$ cat src/rtl/pcie_traffic_gen.sv
// Traffic sequencer for the PCIe transaction-layer FIFO datapath: init handshake,
// LFSR packet stream into the main FIFO, masked destination pops, run/error accounting.
module pcie_traffic_gen #(
  parameter int                DATA_W      = 6,
  parameter int                DEST_W      = 1,
  parameter int                N_PKT       = 16,
  parameter int                INIT_CYCLES = 2,
  parameter logic [DATA_W-1:0] SEED        = 6'h2B,
  parameter logic [DATA_W-1:0] TAPS        = 6'b110000,
  parameter int                TIMEOUT     = 64,
  localparam int               N_DEST      = 2 ** DEST_W,
  localparam int               CNT_W       = $clog2(N_PKT + 1)
) (
  input  logic              clk,
  input  logic              reset,
  input  logic              start,
  input  logic [N_DEST-1:0] pop_en,
  input  logic              pause_mf,
  input  logic [N_DEST-1:0] dest_empty,
  input  logic              idle_in,
  input  logic              error_in,
  output logic              init,
  output logic              push,
  output logic [DATA_W-1:0] data_out,
  output logic [N_DEST-1:0] pop,
  output logic              busy,
  output logic              done,
  output logic              err_flag,
  output logic [CNT_W-1:0]  push_count,
  output logic [CNT_W-1:0]  pop_count
);

  localparam int IC_W  = (INIT_CYCLES > 1) ? $clog2(INIT_CYCLES) : 1;
  localparam int TO_W  = (TIMEOUT > 1) ? $clog2(TIMEOUT) : 1;
  localparam int SUM_W = CNT_W + DEST_W + 1;

  localparam logic [CNT_W-1:0] N_PKT_C   = CNT_W'(N_PKT);
  localparam logic [CNT_W-1:0] CNT_MAX   = {CNT_W{1'b1}};
  localparam logic [IC_W-1:0]  INIT_LAST = IC_W'(INIT_CYCLES - 1);
  localparam logic [TO_W-1:0]  TO_LAST   = TO_W'(TIMEOUT - 1);

  typedef enum logic [2:0] {
    S_IDLE  = 3'd0,
    S_INIT  = 3'd1,
    S_RUN   = 3'd2,
    S_DRAIN = 3'd3,
    S_DONE  = 3'd4,
    S_ERR   = 3'd5
  } state_t;

  state_t            state_r, state_next_s;
  logic [DATA_W-1:0] lfsr_r, lfsr_next_s;
  logic [CNT_W-1:0]  push_count_r, pop_count_r, pop_next_s;
  logic [IC_W-1:0]   init_cnt_r;
  logic [TO_W-1:0]   drain_cnt_r;
  logic [SUM_W-1:0]  pop_inc_s, pop_sum_s;
  logic [N_DEST-1:0] pop_s;
  logic              push_s, fault_s, active_s;

  assign active_s    = (state_r == S_RUN) || (state_r == S_DRAIN);
  assign push_s      = (state_r == S_RUN) && !pause_mf && (push_count_r < N_PKT_C);
  assign pop_s       = active_s ? (pop_en & ~dest_empty) : {N_DEST{1'b0}};
  assign fault_s     = error_in || (pop_count_r > N_PKT_C);
  assign lfsr_next_s = {lfsr_r[DATA_W-2:0], ^(lfsr_r & TAPS)};

  // Saturating pop counter update from the number of pops this cycle
  always_comb begin
    pop_inc_s = '0;
    for (int d = 0; d < N_DEST; d++) begin
      pop_inc_s = pop_inc_s + SUM_W'(pop_s[d]);
    end
    pop_sum_s = SUM_W'(pop_count_r) + pop_inc_s;
    if (pop_sum_s > SUM_W'(CNT_MAX)) begin
      pop_next_s = CNT_MAX;
    end else begin
      pop_next_s = pop_sum_s[CNT_W-1:0];
    end
  end

  // Next-state logic; faults outrank the drain timeout, which outranks completion
  always_comb begin
    state_next_s = state_r;
    case (state_r)
      S_IDLE: begin
        if (start) state_next_s = S_INIT;
        else       state_next_s = S_IDLE;
      end
      S_INIT: begin
        if (fault_s)                        state_next_s = S_ERR;
        else if (init_cnt_r == INIT_LAST)   state_next_s = S_RUN;
        else                                state_next_s = S_INIT;
      end
      S_RUN: begin
        if (fault_s) state_next_s = S_ERR;
        else if ((push_count_r == N_PKT_C) ||
                 (push_s && (push_count_r == N_PKT_C - CNT_W'(1))))
          state_next_s = S_DRAIN;
        else
          state_next_s = S_RUN;
      end
      S_DRAIN: begin
        if (fault_s)                                   state_next_s = S_ERR;
        else if (drain_cnt_r == TO_LAST)               state_next_s = S_ERR;
        else if ((pop_count_r == N_PKT_C) && idle_in)  state_next_s = S_DONE;
        else                                           state_next_s = S_DRAIN;
      end
      S_DONE:  state_next_s = S_IDLE;
      S_ERR:   state_next_s = S_ERR;
      default: state_next_s = S_IDLE;
    endcase
  end

  // State, LFSR and counters; counts clear on start so a finished run stays readable
  always_ff @(posedge clk) begin
    if (reset) begin
      state_r      <= S_IDLE;
      lfsr_r       <= SEED;
      push_count_r <= '0;
      pop_count_r  <= '0;
      init_cnt_r   <= '0;
      drain_cnt_r  <= '0;
    end else begin
      state_r <= state_next_s;
      if (state_r == S_IDLE) lfsr_r <= SEED;
      else if (push_s)       lfsr_r <= lfsr_next_s;
      if ((state_r == S_IDLE) && start) begin
        push_count_r <= '0;
        pop_count_r  <= '0;
      end else begin
        if (push_s) push_count_r <= push_count_r + CNT_W'(1);
        pop_count_r <= pop_next_s;
      end
      init_cnt_r  <= (state_r == S_INIT)  ? init_cnt_r + IC_W'(1)  : '0;
      drain_cnt_r <= (state_r == S_DRAIN) ? drain_cnt_r + TO_W'(1) : '0;
    end
  end

  assign init       = (state_r == S_INIT);
  assign busy       = (state_r == S_INIT) || active_s;
  assign done       = (state_r == S_DONE);
  assign err_flag   = (state_r == S_ERR);
  assign push       = push_s;
  assign pop        = pop_s;
  assign data_out   = lfsr_r;
  assign push_count = push_count_r;
  assign pop_count  = pop_count_r;

endmodule

$ cat config.mk
export PLATFORM = sky130hd
export DESIGN_NAME = pcie_traffic_gen
export DESIGN_NICKNAME = d
export VERILOG_FILES = /design/src/rtl/pcie_traffic_gen.sv
export SDC_FILE = /design/constraint.sdc
export NUM_CORES = 1
export LEC_CHECK = 0
export CAP_MARGIN = 20
export CORE_MARGIN = 4
export CORE_UTILIZATION = 52
export DETAILED_ROUTE_END_ITERATION = 6
export PLACE_DENSITY = 0.84
export SLEW_MARGIN = 20
export SYNTH_ARGS = -nofsm -noshare
export SYNTH_HDL_FRONTEND = slang
export SYNTH_SLANG_ARGS = --single-unit
$ cat constraint.sdc
create_clock -name clk -period 5.4 [get_ports clk]
set_clock_uncertainty 0.05 [all_clocks]
set_input_delay 1.08 -clock clk [delete_from_list [all_inputs] [get_ports clk]]
set_output_delay 1.08 -clock clk [all_outputs]
set_load 0.05 [all_outputs]
### Word-level counts from Yosys, hierarchy flattened

Cells that the tools add are included.

| word-level totals | value |
|---|---|
| word-level logic and storage cells | 54 |
| output and inout port bits | 23 |
| flip-flop bits (word level) | 26 |
| bits of input ports | 10 |

| cells by class | value |
|---|---|
| reduce and logical (&&, ||, !) cells | 16 |
| muxes and demuxes | 11 |
| equality and inequality tests | 9 |
| bitwise logic cells | 4 |
| magnitude comparators | 3 |
| add/sub/neg operators | 5 |

Operators by type and width:

| operator | count |
|---|---|
| $mux 3 | 5 |
| $pmux 3 s5 | 1 |
| $eq 5x5->1 const B | 2 |
| $reduce_or 2->1 | 4 |
| $add 5x2->6 | 1 |
| $add 6x1->6 const B | 1 |
| $eq 3x2->1 const B | 2 |
| $eq 3x3->1 const B | 2 |
| $eq 6x6->1 const B | 1 |
| $gt 6x5->1 const B | 1 |
| $reduce_xor 6->1 | 1 |
| $add 5x1->5 const B | 1 |
| $eq 5x4->1 const B | 1 |
| $gt 5x5->1 const B | 1 |
| $logic_and 1x1->1 | 5 |
| $lt 5x5->1 const B | 1 |
| $mux 5 | 1 |
| $logic_or 1x1->1 | 4 |
| $mux 2 | 2 |
| $eq 3x1->1 const B | 1 |
| $logic_not 3->1 | 1 |
| $add 1x1->2 | 1 |
| $and 2x2->2 | 1 |
| $mux 1 | 2 |
| other kinds (4) | 5 |

### Longest topological paths before layout

| logic depth | value |
|---|---|
| depth after elaboration | 8 |
| depth in mapped cells | 9 |
| gate-level depth less buffers | 8 |

### Worst setup path after synthesis

OpenSTA, ideal clock, no wires.

| path | value |
|---|---|
| path kind | input port to output port |
| from | input pause_mf |
| to | output push |
| arrival | 2.122 ns |
| path slack | 2.148 ns |
| required time | 4.270 ns |
| cell stages on the path | 3 |
| buffers on the path | 1 |
| cells stage by stage | or4b_1 > clkbuf_1 > nor2_4 |

| on the way | value |
|---|---|
| word-level cells in the longest chain between the ends | 3 |

RTL lines:

| item | RTL line | source |
|---|---|---|
| start, declared | 18 | `input logic pause_mf,` |
| $logic_not 1->1 | 61 | `assign push_s = (state_r == S_RUN) && !pause_mf && (push_count_r < N_PKT_C);` |
| $logic_and 1x1->1 (2 in a row) | 61 |  |
| end, declared | 23 | `output logic push,` |

Every way passes these cells.

### Worst setup path after layout

Ends and elaborated chain as after synthesis.

==> results.md <==
- Post-synth top area cell: dfxtp_1
- Critical path fanouts, max: 9
- Setup Viol. Count Final: 0
- Hold Fails Final Rpt: 0
- Vias in the first global route: 1091
- Clk_lat worst skew: 0.32 ns
- DR vias: 1123
- Core ar.: 0.00230 mm^2
- Worst r2r src: state_r[2]
- Hold crit path type: reg2reg
- Achievable Freq: 226 MHz
- IO Pins: 33
- Grt total ovfl: 0
- Synth Area in XOR/XNOR: 0.0601
- Seq/Total Area, Yosys: 0.397
- Post-Route WL: 2.78 mm
- Period minus WS final: 4.43 ns
- # DRC: 0
- DR WL/cell: 13.4 um
- Max-cap violation count: 0
- Synthesized area: 0.00131 mm^2
- Max VDD drop: 153 uV
- Slew headroom: 0.657
- DIE HEIGHT: 58.2 um
- Die area: 0.00339 mm^2
- R2R cell count: 7
- Static leakage: 0.595 nW
- Synth Flop Type: dfxtp_1
- Synthesized-area fraction occupied by adder cells: 0.0630
- Post-synthesis compound-gate area fraction: 0.105
- Avg Inst Size Synth: 8.46 um^2
- Largest net degree at the start of global routing: 15
- Initial antenna violation count: 0
- Clk root buf: clkbuf_4
- Async set-reset flop share out of synthesis: 0
- Reg2reg setup slack: 3.14 ns
- Max Root-Sink Buffers: 2
- Post-CTS setup buffer count: 0
- Yosys top cell area share: 0.397
- First-pass DRT Iterations: 4
- Dpl hpwl: 2.13 mm
- Cells after Synth: 155
- Status: finished clean
- Count leader, synth: nor2_1
- ANT nets after route: 0
- WP data arrival: 3.30 ns
- Largest family of logic cells by synthesized area: simple AND/OR/NAND/NOR gates
- Num CTS Buffers: 3
- Simple logic cell fraction of the synthesized area: 0.276
- Post-synth cell types: 39
- Critical Path Sink: push
- Area Growth Syn to Fin: 25.0%
- CTS clk-pin slew, worst paths: 0.14 ns
- Worst-Margin Slew: 0.513 ns
- Pins Over Slew Limit: 0
- GR Util All Layers: 0.174
- Antenna cells: 0
- Post-synth EDFFs: 0
- Final worst-path cycle share: 0.821
- Final Wtd Congestion: 0.793
- Pwr dens: 204 mW/mm^2
- Synth top cells by count: 27 x nor2_1, 26 x dfxtp_1, 9 x nand2_1
- Nets: 196
- #FFs+latches synth: 26
- Count of clock tree sinks: 26
- RSZ-0062 raised after global routing: no
- Placed inst area: 0.00160 mm^2
- Drt via density: 5.43
- Die width: 58.2 um
- Post-Syn Nets: 171
- Site row count: 17
- Post-CTS resize count: 0
- CP required: 4.27 ns
- TNS Setup: 0 ns
- Non-Filler Cell Area, Final: 0.00164 mm^2
- WS Path Type: in2out
- Share of cells above drive strength 1: 0.0447
- Drt initial violations: 19
- Crit path launch type: input pin
- CTS tree: yes
- Count of input and output buffers: 32
- H-tree depth: 1
- Hold Buf Count CTS: 0
- RR Endpoint: pop_count[4]
- Nature of the critical path endpoint: primary output
- Ranking of synthesized cells by area: dfxtp_1 40%, nor2_1 7.7%, ha_1 4.8%
- First-pass GRT wire length: 4.61 mm
- Initial Utilization: 0.571
- Synthesis Warnings: 0
- Mux cell area share after synthesis: 0.0305
- Critical Path Start: pause_mf
## state kept, by name, indices dropped and copies added, names as in the netlist
signal,count
state_r,3
data_out,6
push_count,5
pop_count,5
init_cnt_r,1
drain_cnt_r,6
## cell type report
class	count	area, um^2
fillers	196	658
flip-flops and latches	26	520
well taps	28	35.0
multi-input cells	110	701
repair buffers	32	320
inverters	7	26.3
clock buffers	4	36.3
## cell families after synthesis
group	Yosys count
compound gates	20
xor+xnor	9
fa+ha+maj	6
buf+inv	19
flops	26
mux	4
simple gates	71
## stage by stage
step           cells  hold WS [ns]  total power, W   util  worst slack [ns]
4_1_cts          207         0.413        0.000334  0.714             0.969
3_3_place_gp     203         0.366        0.000236  0.698              1.02
3_5_place_dp     203         0.393        0.000237  0.698             0.973
5_1_grt          207         0.442        0.000347  0.714             0.885
2_1_floorplan    155         0.350        0.000223      -              2.15
6_report         207         0.417        0.000334  0.714             0.967
## how the worst min path moves through the flow
stage                           from         end  slack [ns]  cells after the start
after detailed placement  init_cnt_r  init_cnt_r        0.39                      1
after global routing      init_cnt_r  init_cnt_r        0.44                      1
after floorplan           init_cnt_r  init_cnt_r        0.35                      1
after CTS                 init_cnt_r  init_cnt_r        0.41                      1
final                     init_cnt_r  init_cnt_r        0.42                      1
after global placement    init_cnt_r  init_cnt_r        0.37                      1
## metal layers
layer	part of all wire	up-vias	GRT usage
met5	0	-	0
met4	0.015	0	0.0861
met3	0.052	5	0.0312
met2	0.45	33	0.284
met1	0.48	511	0.220
li1	-	574	-
## power breakdown
group | total [W] | internal [W] | switching [W]
logic | 0.0000353 | 0.0000151 | 0.0000202
clock network | 0.000101 | 0.0000413 | 0.0000594
registers | 0.000198 | 0.000194 | 0.00000397
total | 0.000334 | 0.000250 | 0.0000836
## cells in the final DEF (no fill, tap or decap), types with 2 or more instances in the layout
| cell | count |
|---|---|
| nor4_1 | 2 |
| xor2_1 | 4 |
| nor3_1 | 7 |
| nand2_1 | 9 |
| dfxtp_1 | 26 |
| and3_1 | 4 |
| and3b_1 | 2 |
| o21ai_0 | 6 |
| a21oi_1 | 4 |
| clkbuf_4 | 3 |
| inv_1 | 7 |
| ha_1 | 5 |
| clkdlybuf4s50_1 | 32 |
| nor3b_1 | 2 |
| nor2_1 | 27 |
| nand3_1 | 7 |
| o311a_1 | 2 |
| nand2b_1 | 2 |
| mux2i_1 | 4 |
| xnor2_1 | 5 |
## critical path, stage by stage
cell	delay [ns]
clkdlybuf4s50_1	0.44
or4b_1	0.63
nor2_4	0.29
clkdlybuf4s50_1	0.86
Note: power is estimated with default switching activity, not from simulation.
